### src/rtl/clock_step_ctrl.sv
// CPU clock-enable generator: free-run with divider, N-cycle burst step, breakpoint halt.
// Breakpoint comparators and HALT exist only when CLOCK_STEP_CTRL_BREAKPOINT_EN is defined.
module clock_step_ctrl #(
  parameter int ADDR_WIDTH      = 8,
  parameter int COUNT_WIDTH     = 16,
  parameter int DIV_WIDTH       = 24,
  parameter int NUM_BREAKPOINTS = 4
) (
  input  logic                                  clk,
  input  logic                                  rst,
  input  logic                                  run_en,
  input  logic                                  step_req,
  input  logic [COUNT_WIDTH-1:0]                step_count,
  input  logic [DIV_WIDTH-1:0]                  div_value,
  input  logic [NUM_BREAKPOINTS*ADDR_WIDTH-1:0] bp_addr,
  input  logic [NUM_BREAKPOINTS-1:0]            bp_valid,
  input  logic [ADDR_WIDTH-1:0]                 address_bus,
  output logic                                  cpu_clk_en,
  output logic                                  halted,
  output logic [2:0]                            bp_hit_idx,
  output logic [1:0]                            state,
  output logic [31:0]                           cycle_count
);

  typedef enum logic [1:0] {
    ST_IDLE = 2'b00,
    ST_RUN  = 2'b01,
    ST_STEP = 2'b10,
    ST_HALT = 2'b11
  } state_t;

  state_t                 state_reg, state_next;
  logic [DIV_WIDTH-1:0]   prescaler_reg, prescaler_next;
  logic [COUNT_WIDTH-1:0] remaining_reg, remaining_next;
  logic                   step_prev_reg;
  logic                   clk_en_reg, clk_en_next;
  logic                   check_reg;
  logic [2:0]             bp_idx_reg, bp_idx_next;
  logic [31:0]            cycle_count_reg;

  logic       step_rise;
  logic       active;
  logic       tick;
  logic       bp_hit;
  logic [2:0] bp_idx;

  assign step_rise = step_req & ~step_prev_reg;
  assign active    = (state_reg == ST_RUN) || (state_reg == ST_STEP);
  assign tick      = active && (prescaler_reg == div_value);

`ifdef CLOCK_STEP_CTRL_BREAKPOINT_EN
  logic [NUM_BREAKPOINTS-1:0] bp_match;

  genvar gi;
  generate
    for (gi = 0; gi < NUM_BREAKPOINTS; gi++) begin : g_bp
      assign bp_match[gi] = bp_valid[gi] &&
                            (bp_addr[gi*ADDR_WIDTH +: ADDR_WIDTH] == address_bus);
    end
  endgenerate

  // Scan downwards so the lowest matching comparator is the one reported.
  always_comb begin
    bp_idx = '0;
    for (int i = NUM_BREAKPOINTS - 1; i >= 0; i--) begin
      if (bp_match[i]) bp_idx = 3'(i);
    end
  end

  // check_reg marks the cycle after a pulse, when address_bus reflects the new fetch.
  assign bp_hit = check_reg && active && (|bp_match);
`else
  logic unused_bp_inputs;
  assign unused_bp_inputs = ^{bp_addr, bp_valid, address_bus};
  assign bp_idx = '0;
  assign bp_hit = 1'b0;
`endif

  always_comb begin
    state_next     = state_reg;
    remaining_next = remaining_reg;
    clk_en_next    = 1'b0;
    bp_idx_next    = bp_idx_reg;
    case (state_reg)
      ST_IDLE: begin
        if (run_en) begin
          state_next = ST_RUN;
        end else if (step_rise) begin
          state_next     = ST_STEP;
          remaining_next = (step_count == '0) ? COUNT_WIDTH'(1) : step_count;
        end
      end
      ST_RUN: begin
        if (bp_hit) begin
          state_next  = ST_HALT;
          bp_idx_next = bp_idx;
        end else if (!run_en) begin
          state_next = ST_IDLE;
        end else begin
          clk_en_next = tick;
        end
      end
      ST_STEP: begin
        // remaining counts pulses not yet scheduled; the burst ends only after
        // the last pulse has gone out and its breakpoint check has been made.
        if (bp_hit) begin
          state_next  = ST_HALT;
          bp_idx_next = bp_idx;
        end else if (remaining_reg == '0) begin
          if (check_reg && !clk_en_reg) state_next = ST_IDLE;
        end else if (tick) begin
          clk_en_next    = 1'b1;
          remaining_next = remaining_reg - COUNT_WIDTH'(1);
        end
      end
      ST_HALT: begin
        if (!run_en && step_rise) state_next = ST_IDLE;
      end
      default: state_next = ST_IDLE;
    endcase
  end

  // Prescaler restarts from zero whenever the controller enters or leaves an active mode.
  always_comb begin
    prescaler_next = '0;
    if (active && (state_next == state_reg)) begin
      prescaler_next = tick ? '0 : prescaler_reg + DIV_WIDTH'(1);
    end
  end

  always_ff @(posedge clk) begin
    if (rst) begin
      state_reg       <= ST_IDLE;
      prescaler_reg   <= '0;
      remaining_reg   <= '0;
      step_prev_reg   <= 1'b1;
      clk_en_reg      <= 1'b0;
      check_reg       <= 1'b0;
      bp_idx_reg      <= '0;
      cycle_count_reg <= '0;
    end else begin
      state_reg       <= state_next;
      prescaler_reg   <= prescaler_next;
      remaining_reg   <= remaining_next;
      step_prev_reg   <= step_req;
      clk_en_reg      <= clk_en_next;
      check_reg       <= clk_en_reg;
      bp_idx_reg      <= bp_idx_next;
      cycle_count_reg <= cycle_count_reg + 32'(clk_en_reg);
    end
  end

  assign cpu_clk_en  = clk_en_reg;
  assign halted      = (state_reg == ST_HALT);
  assign bp_hit_idx  = bp_idx_reg;
  assign state       = state_reg;
  assign cycle_count = cycle_count_reg;

endmodule

### config.mk
export PLATFORM = sky130hd
export DESIGN_NAME = clock_step_ctrl
export DESIGN_NICKNAME = d
export VERILOG_FILES = /design/src/rtl/clock_step_ctrl.sv
export SDC_FILE = /design/constraint.sdc
export NUM_CORES = 1
export LEC_CHECK = 0
export CAP_MARGIN = 30
export CORE_MARGIN = 1.5
export CORE_UTILIZATION = 30
export CTS_CLUSTER_DIAMETER = 80
export DETAILED_ROUTE_END_ITERATION = 6
export SYNTH_ARGS = -nofsm -noshare
export SYNTH_HDL_FRONTEND = slang
export SYNTH_SLANG_ARGS = --single-unit
### constraint.sdc
create_clock -name clk -period 4.1 [get_ports clk]
set_input_delay 0.41 -clock clk [delete_from_list [all_inputs] [get_ports clk]]
set_output_delay 0.41 -clock clk [all_outputs]
set_load 0.01 [all_outputs]
### Word-level counts from Yosys, hierarchy flattened

Cells that the tools add are included.

* bits in registers: 77
* bits of input ports: 88
* logic and storage cells: 52

* add/sub/neg operators: 3
* equal/unequal tests: 9
* multiplexer cells: 17
* bitwise operators: 3
* reductions and logical operators: 13

Operator list (count)
* 16-bit two-way mux: 5
* 32-bit by 1-bit adder with 32-bit output: 1
* 16-bit zero test: 2
* 16-bit case mux with 2 select lines: 1
* 24-bit by 1-bit adder with 24-bit output (second input constant): 1
* 24-bit == test: 1
* 16-bit by 1-bit subtractor with 16-bit output (second input constant): 1
* 2-bit two-way mux: 6
* 2-bit inequality test (second input constant): 4
* 2-bit case mux with 4 select lines: 1
* 5-bit AND reduction: 1
* 2-bit == test (second input constant): 2
* 1-bit logical AND: 4
* 1-bit two-way mux: 3
* 3-bit OR reduction: 1
* 2-bit by 1-bit == test with 1-bit output (second input constant): 1
* 2-bit == test: 1
* 1-bit zero test: 2
* 2-bit zero test: 1
* 1-bit inverter: 2
* 1-bit case mux with 2 select lines: 1
* 2-bit nonzero test: 1
* 1-bit AND: 1
* 1-bit logical OR: 1

### Depth between registers and ports, before layout

Gate-level depths: netlist of the first run.

* depth in word-level cells: 9
* gate-level depth with buffers: 8

### Worst setup path before layout of the first run

Ideal clock, no wire load.

* path type: register to register
* from: register state_reg[0] (netlist: state[0])
* to: register remaining_reg[7]
* setup time: 0.121 ns
* arrival: 2.144 ns
* slack: 1.834 ns
* stages on the path, launching flop included: 8
* cell sequence: dfxtp_1 inv_1 ha_1 nand3_1 or4_4 nor3_4 a21oi_4 mux2_4

* word-level cells in the longest chain between the ends: 5
* elaborated cells on any way between the ends: 12
* those cells by class: eq/ne (6); mux (1); reduce/logical (5)

RTL lines
* start: declaration: RTL line 32 `state_t state_reg, state_next;`
* start signal: assignment: RTL line 142 `state_reg <= state_next;`
* 2-bit by 1-bit == test with 1-bit output or 2-bit == test (tied branches): RTL line 48, 84
* 1-bit logical OR: RTL line 48 `assign active = (state_reg == ST_RUN) || (state_reg == ST_STEP);`
* 1-bit logical AND: RTL line 49 `assign tick = active && (prescaler_reg == div_value);`
* 2-bit inequality test (no line)
* 5-bit AND reduction (no line)
* end signal: assignment: RTL line 144 `remaining_reg <= remaining_next;`
* end: declaration: RTL line 34 `logic [COUNT_WIDTH-1:0] remaining_reg, remaining_next;`

Several ways; a longest one is shown, not always the timed one.
A chain may end at the register's enable or synchronous reset.

### Worst setup path after layout of the first run

* from: register state_reg[1] (netlist: state[1])
* to: register remaining_reg[13]

The elaborated chain is that of the path after synthesis.

==> impl_metrics.csv, run 1 <==
group,metric,value,unit
outcome,status,"finished clean",
drt,vias,3820,
grt,antenna_found_initial,0,
placed_design,gp_congestion,0.841,
finish,layout_common_cells,"clkdlybuf4s50_1 (78), dfxtp_1 (77), nor2_1 (73)",
timing,min_period,2700,ps
critical_path,end_kind,"flip-flop",
yosys,synthAdderAreaFrac,2.65,%
clock_tree,cts_resized,0,
critical_path,cp.arrival,2980,ps
clock_tree,cts_root_buf,"clkbuf_16",
drt,routed_wirelength,10800,um
pwr,power_density,309,nW/um^2
grt,grt_pass1_wl,17800,um
finish,largest_reg_flops,32,
floorplan,die_width,122,um
placed_design,port_buffers,79,
floorplan,floorplan.initialDensity,30.6,%
drt,via_per_inst,5.01,
yosys,ys_types,63,
finish,layout.nets,675,
clock_tree,clkLatencyLatePin,340,ps
drt,wire_per_inst,14.2,um
critical_path,path_max_fanout,22,
critical_path,crit_path_start_kind,"flip-flop",
placed_design,dpl.hpwl,8080,um
timing,setup-violations-final,0,
timing,fmax,371,MHz
finish,final_common_cell,"clkdlybuf4s50_1",
drt,drtAntennaViolNets,0,
finish,area_growth_syn_to_layout,29.1,%
clock_tree,htreeDepth,3,
clock_tree,post_cts_buffers,0,
yosys,synth_edf_count,0,
timing,rsz0062_at_grt,"false",
floorplan,die_h,122,um
clock_tree,clockBufferDepth,2,
yosys,syn_inst,499,
yosys,async_flop_share,0,%
drt,drtPass1Iterations,4,
finish,final_util,39.5,%
yosys,ys_warn_count,0,
timing,fin_hold_ws,479,ps
grt,grt_use_total,15.1,%
timing,worstMarginPinSlew,673,ps
drt,drt_iter0_markers,261,
yosys,synth_top_family_by_area,"simple AND/OR/NAND/NOR gates",
grt,first_global_vias,3692,
yosys,synth_compound_area_share,12.6,%
finish,drive_gt1_share,6.69,%
yosys,synth_flop_cell,"dfxtp_1",
finish,diodes,0,
yosys,synth_area_per_cell,8.52,um^2
clock_tree,path_clk_slew,60,ps
clock_tree,cts_buffers,9,
pwr,peakVddDrop,0.000171,V
yosys,muxShareOfSynthArea,1.06,%
grt,grt_max_degree,53,
clock_tree,hold_buffers,0,
timing,fin_setup_tns,0,ps
timing,max-slew-margin-rel,55.0,%
yosys,seq_area_frac_synth,36.3,%
floorplan,ios,127,
placed_design,post_dp_cell_area,5200,um^2
floorplan,core,13900,um^2
placed_design,post-place-ws,1170,ps
yosys,synthSimpleGateAreaFrac,28.0,%
drt,drc,0,
timing,slew_violations,0,
clock_tree,cts_tree,"done",
timing,hold_viol_final,0,
floorplan,rows,43,
pwr,p_leak,0.00191,uW
run,maxCapViolations,0,
critical_path,worst-endpoint-required,4390,ps
timing,setup_slack,1400,ps
timing,min_period_over_period,65.7,%
min_path,hold_class,"in2reg",
floorplan,die_area,14900,um^2
yosys,netlist_area,4250,um^2
clock_tree,clock_sinks,77,
yosys,synth-seq-cells,77,
timing,fin_skew,6.45,ps
finish,stdcell_area,5490,um^2
critical_path,crit_type,"reg2reg",
yosys,synth_xor_area_share,15.4,%
grt,grt_overflow,0,
[critical path, stage by stage, from the launching register on]
cell      delay, ps
dfxtp_1         460
ha_1            190
buf_4           270
inv_1            90
o21ai_1         440
nand4_1         540
a211oi_1        480
a31o_2          150
[synth_stat cells, drive strengths merged (3+ instances only)]
cell / instances / area (um^2)
xnor2: 36 / 323
nand4: 20 / 125
or2: 3 / 18.8
a22oi: 3 / 22.5
inv: 17 / 63.8
or3: 6 / 42.5
nor2: 73 / 274
dfxtp: 77 / 1540
xor2: 38 / 333
o21ai: 7 / 35.0
nand3b: 4 / 30.0
and4: 5 / 43.8
o31ai: 7 / 66.3
clkbuf: 10 / 37.5
nor2b: 9 / 56.3
o211ai: 6 / 50.1
or4: 5 / 45.0
and3: 13 / 81.3
nand2b: 4 / 25.0
nand3: 25 / 125
a21oi: 19 / 106
a31oi: 5 / 31.3
nor3: 16 / 91.3
nor4: 13 / 87.6
ha: 9 / 113
nand2: 25 / 93.8
mux2i: 3 / 30.0
a211oi: 5 / 42.5
buf: 8 / 67.6
[cell type report]
class / count / area (um^2)
Fill cell: 1416 / 8400
Tap cell: 180 / 225
Clock inverter: 7 / 58.8
Clock buffer: 9 / 225
Sequential cell: 77 / 1540
Multi-Input combinational cell: 389 / 2550
Inverter: 17 / 63.8
Timing Repair Buffer: 84 / 823
[final timing paths]
path,depth (start not counted),startpoint,endpoint,slack (ps)
worst max register to register,7,state[1],remaining_reg[13],1400
worst min register to register,2,remaining_reg[9],remaining_reg[9],510
worst max-delay path,7,state[1],remaining_reg[13],1400
worst min-delay path,4,rst,remaining_reg[3],480
[cells by family (layout without fill, tap and decap cells)]
kind of cell             Yosys count  count (layout)
buffers and inverters             35             117
AND/OR/NAND/NOR                  227             227
multiplexers                       4               4
adder cells (fa/ha/maj)            9               9
XOR/XNOR                          74              74
other                              1               3
flip-flops                        77              77
AO/OA/AOI/OAI                     72              72
[per-layer routing]
layer  vias up  track usage (%)  wire length [um]
li1       1927                -                 -
met1      1802             19.5              5110
met2        85             24.6              5140
met3         6             3.98               459
met4         0             4.71               119
met5         -                0                 0
[power breakdown]
| part | switching, uW | internal, uW |
|---|---|---|
| combinational | 91.9 | 84.7 |
| sequential | 8.28 | 754 |
| clock | 340 | 417 |
| total | 440 | 1260 |
[per-stage QoR]
stage | power, uW | std cells
floorplan | 882 | 501
global placement | 953 | 747
detailed placement | 955 | 747
CTS | 1720 | 763
global route | 1770 | 763
finish | 1700 | 763
Power figures use the tool's default switching activity.
==> run 2: changes to the inputs <==
Clock period 4.1 ns to 2.83 ns, I/O delays scaled along.
==> run 2 against run 1 <==
Against the previous run: sequential share of layout area is 0.26 points lower; sequential power is 44% higher; fmax is 12% higher; wire length is 0.14% higher; clock power is 53% higher; final cell count is 0.52% higher; first-iteration DRC count is 23% higher; setup slack worse by 980 ps; worst hold slack worse by 260 ps; register-to-register slack worse by 980 ps; clock-buffer cell count is 2 higher; die area stayed put; critical endpoint unchanged.
==> impl_metrics.csv, run 2 (same netlist as run 1, synthesis figures left out) <==
group,metric,value,unit
outcome,status,"finished clean",
placed_design,post-place-ws,299,ps
finish,finalNonFillerCells,767,
timing,fmax,417,MHz
clock_tree,cts_tree,"done",
clock_tree,clkLatencyLatePin,340,ps
timing,fin_hold_ws,223,ps
floorplan,ios,127,
pwr,p_clk_share,45.8,%
grt,antenna_found_initial,0,
timing,rsz0062_at_grt,"false",
timing,hold_viol_final,0,
floorplan,floorplan.initialDensity,30.6,%
timing,min_period,2400,ps
pwr,p_leak,0.00194,uW
drt,drtAntennaViolNets,0,
drt,drtPass1Iterations,4,
pwr,p_sw_share,24.4,%
placed_design,dpl.hpwl,8040,um
finish,layout_common_cells,"clkdlybuf4s50_1 (78), dfxtp_1 (77), nor2_1 (73)",
floorplan,core,13900,um^2
timing,fin_skew,8.04,ps
clock_tree,cts_buffers,9,
pwr,cellInternalPower,1910,uW
drt,drc,0,
pwr,peakVddDrop,0.000249,V
timing,min_period_over_period,84.8,%
placed_design,gp_congestion,0.848,
critical_path,crit_type,"reg2reg",
critical_path,worst-endpoint-required,3060,ps
clock_tree,htreeDepth,3,
finish,largest_reg_flops,32,
grt,first_global_vias,3655,
floorplan,die_width,122,um
grt,grt_pass1_wl,17800,um
critical_path,cp.arrival,2630,ps
pwr,power_density,456,nW/um^2
clock_tree,clock_sinks,77,
grt,grt_overflow,0,
clock_tree,hold_buffers,0,
run,maxCapViolations,0,
pwr,share_comb_of_total_power,10.4,%
floorplan,die_h,122,um
clock_tree,clockBufferDepth,2,
finish,final_common_cell,"clkdlybuf4s50_1",
timing,setup_slack,429,ps
clock_tree,cts_root_buf,"clkbuf_16",
finish,diodes,0,
finish,layout.nets,679,
drt,vias,3826,
grt,grt_use_total,15.3,%
placed_design,port_buffers,79,
timing,slew_violations,0,
pwr,p_total,2520,uW
critical_path,path_max_fanout,6,
critical_path,crit_path_start_kind,"flip-flop",
placed_design,place_inst,751,
min_path,hold_class,"in2reg",
pwr,sequentialPowerShare,43.8,%
floorplan,die_area,14900,um^2
pwr,power_switching,617,uW
critical_path,end_kind,"flip-flop",
drt,via_per_inst,4.99,
timing,setup-violations-final,0,
finish,drive_gt1_share,6.98,%
timing,fin_setup_tns,0,ps
clock_tree,path_clk_slew,60,ps
timing,max-slew-margin-rel,59.7,%
timing,worstMarginPinSlew,599,ps
finish,area_growth_syn_to_layout,30.3,%
drt,drt_iter0_markers,322,
drt,wire_per_inst,14.1,um
grt,grt_max_degree,48,
drt,routed_wirelength,10800,um
clock_tree,cts_resized,0,
floorplan,rows,43,
clock_tree,post_cts_buffers,0,
==> run 2: cell type report <==
| type | instances | area [um^2] |
|---|---|---|
| clock inverter | 5 | 60.1 |
| tap | 180 | 225 |
| clock buffer | 11 | 233 |
| fill | 1399 | 8340 |
| inverter | 17 | 63.8 |
| sequential | 77 | 1540 |
| multi-input combinational | 389 | 2550 |
| timing repair buffer | 88 | 866 |
==> run 2: worst max-delay path, stage by stage (launching register included) <==
cell	delay (ps)
dfxtp_1	420
inv_1	110
ha_1	320
nand3_1	110
or4_4	590
nor3_1	360
nand3b_1	120
a31o_2	260
==> run 2: power by group through the flow <==
| stage | combinational [uW] | clock (uW) | sequential (uW) |
|---|---|---|---|
| 2_1_floorplan | 150 | 0 | 1130 |
| 3_5_place_dp | 261 | 0 | 1130 |
| 3_3_place_gp | 259 | 0 | 1130 |
| 4_1_cts | 263 | 1190 | 1100 |
| 5_1_grt | 289 | 1240 | 1110 |
| 6_report | 263 | 1160 | 1100 |
==> run 2: worst paths after layout <==
kind | start | to | slack, ps | cells after the start
max | state[0] | remaining_reg[13] | 430 | 7
min reg2reg | remaining_reg[9] | remaining_reg[9] | 500 | 2
min | rst | remaining_reg[5] | 220 | 2
max reg2reg | state[0] | remaining_reg[13] | 430 | 7
==> run 2: through the flow <==
step	instance area (um^2)	util [%]
after floorplan	4260	-
after global placement	5240	37.8
after detailed placement	5240	37.8
after CTS	5540	39.9
after global routing	5540	39.9
final	5540	39.9
==> run 2: routing by layer <==
| metal | part of all wire (%) | global-route usage [%] | vias up |
|---|---|---|---|
| met5 | 0 | 0 | - |
| met4 | 1.3 | 4.56 | 0 |
| met3 | 4.9 | 4.49 | 12 |
| met2 | 45 | 24.0 | 81 |
| met1 | 49 | 20.2 | 1790 |
| li1 | - | - | 1943 |
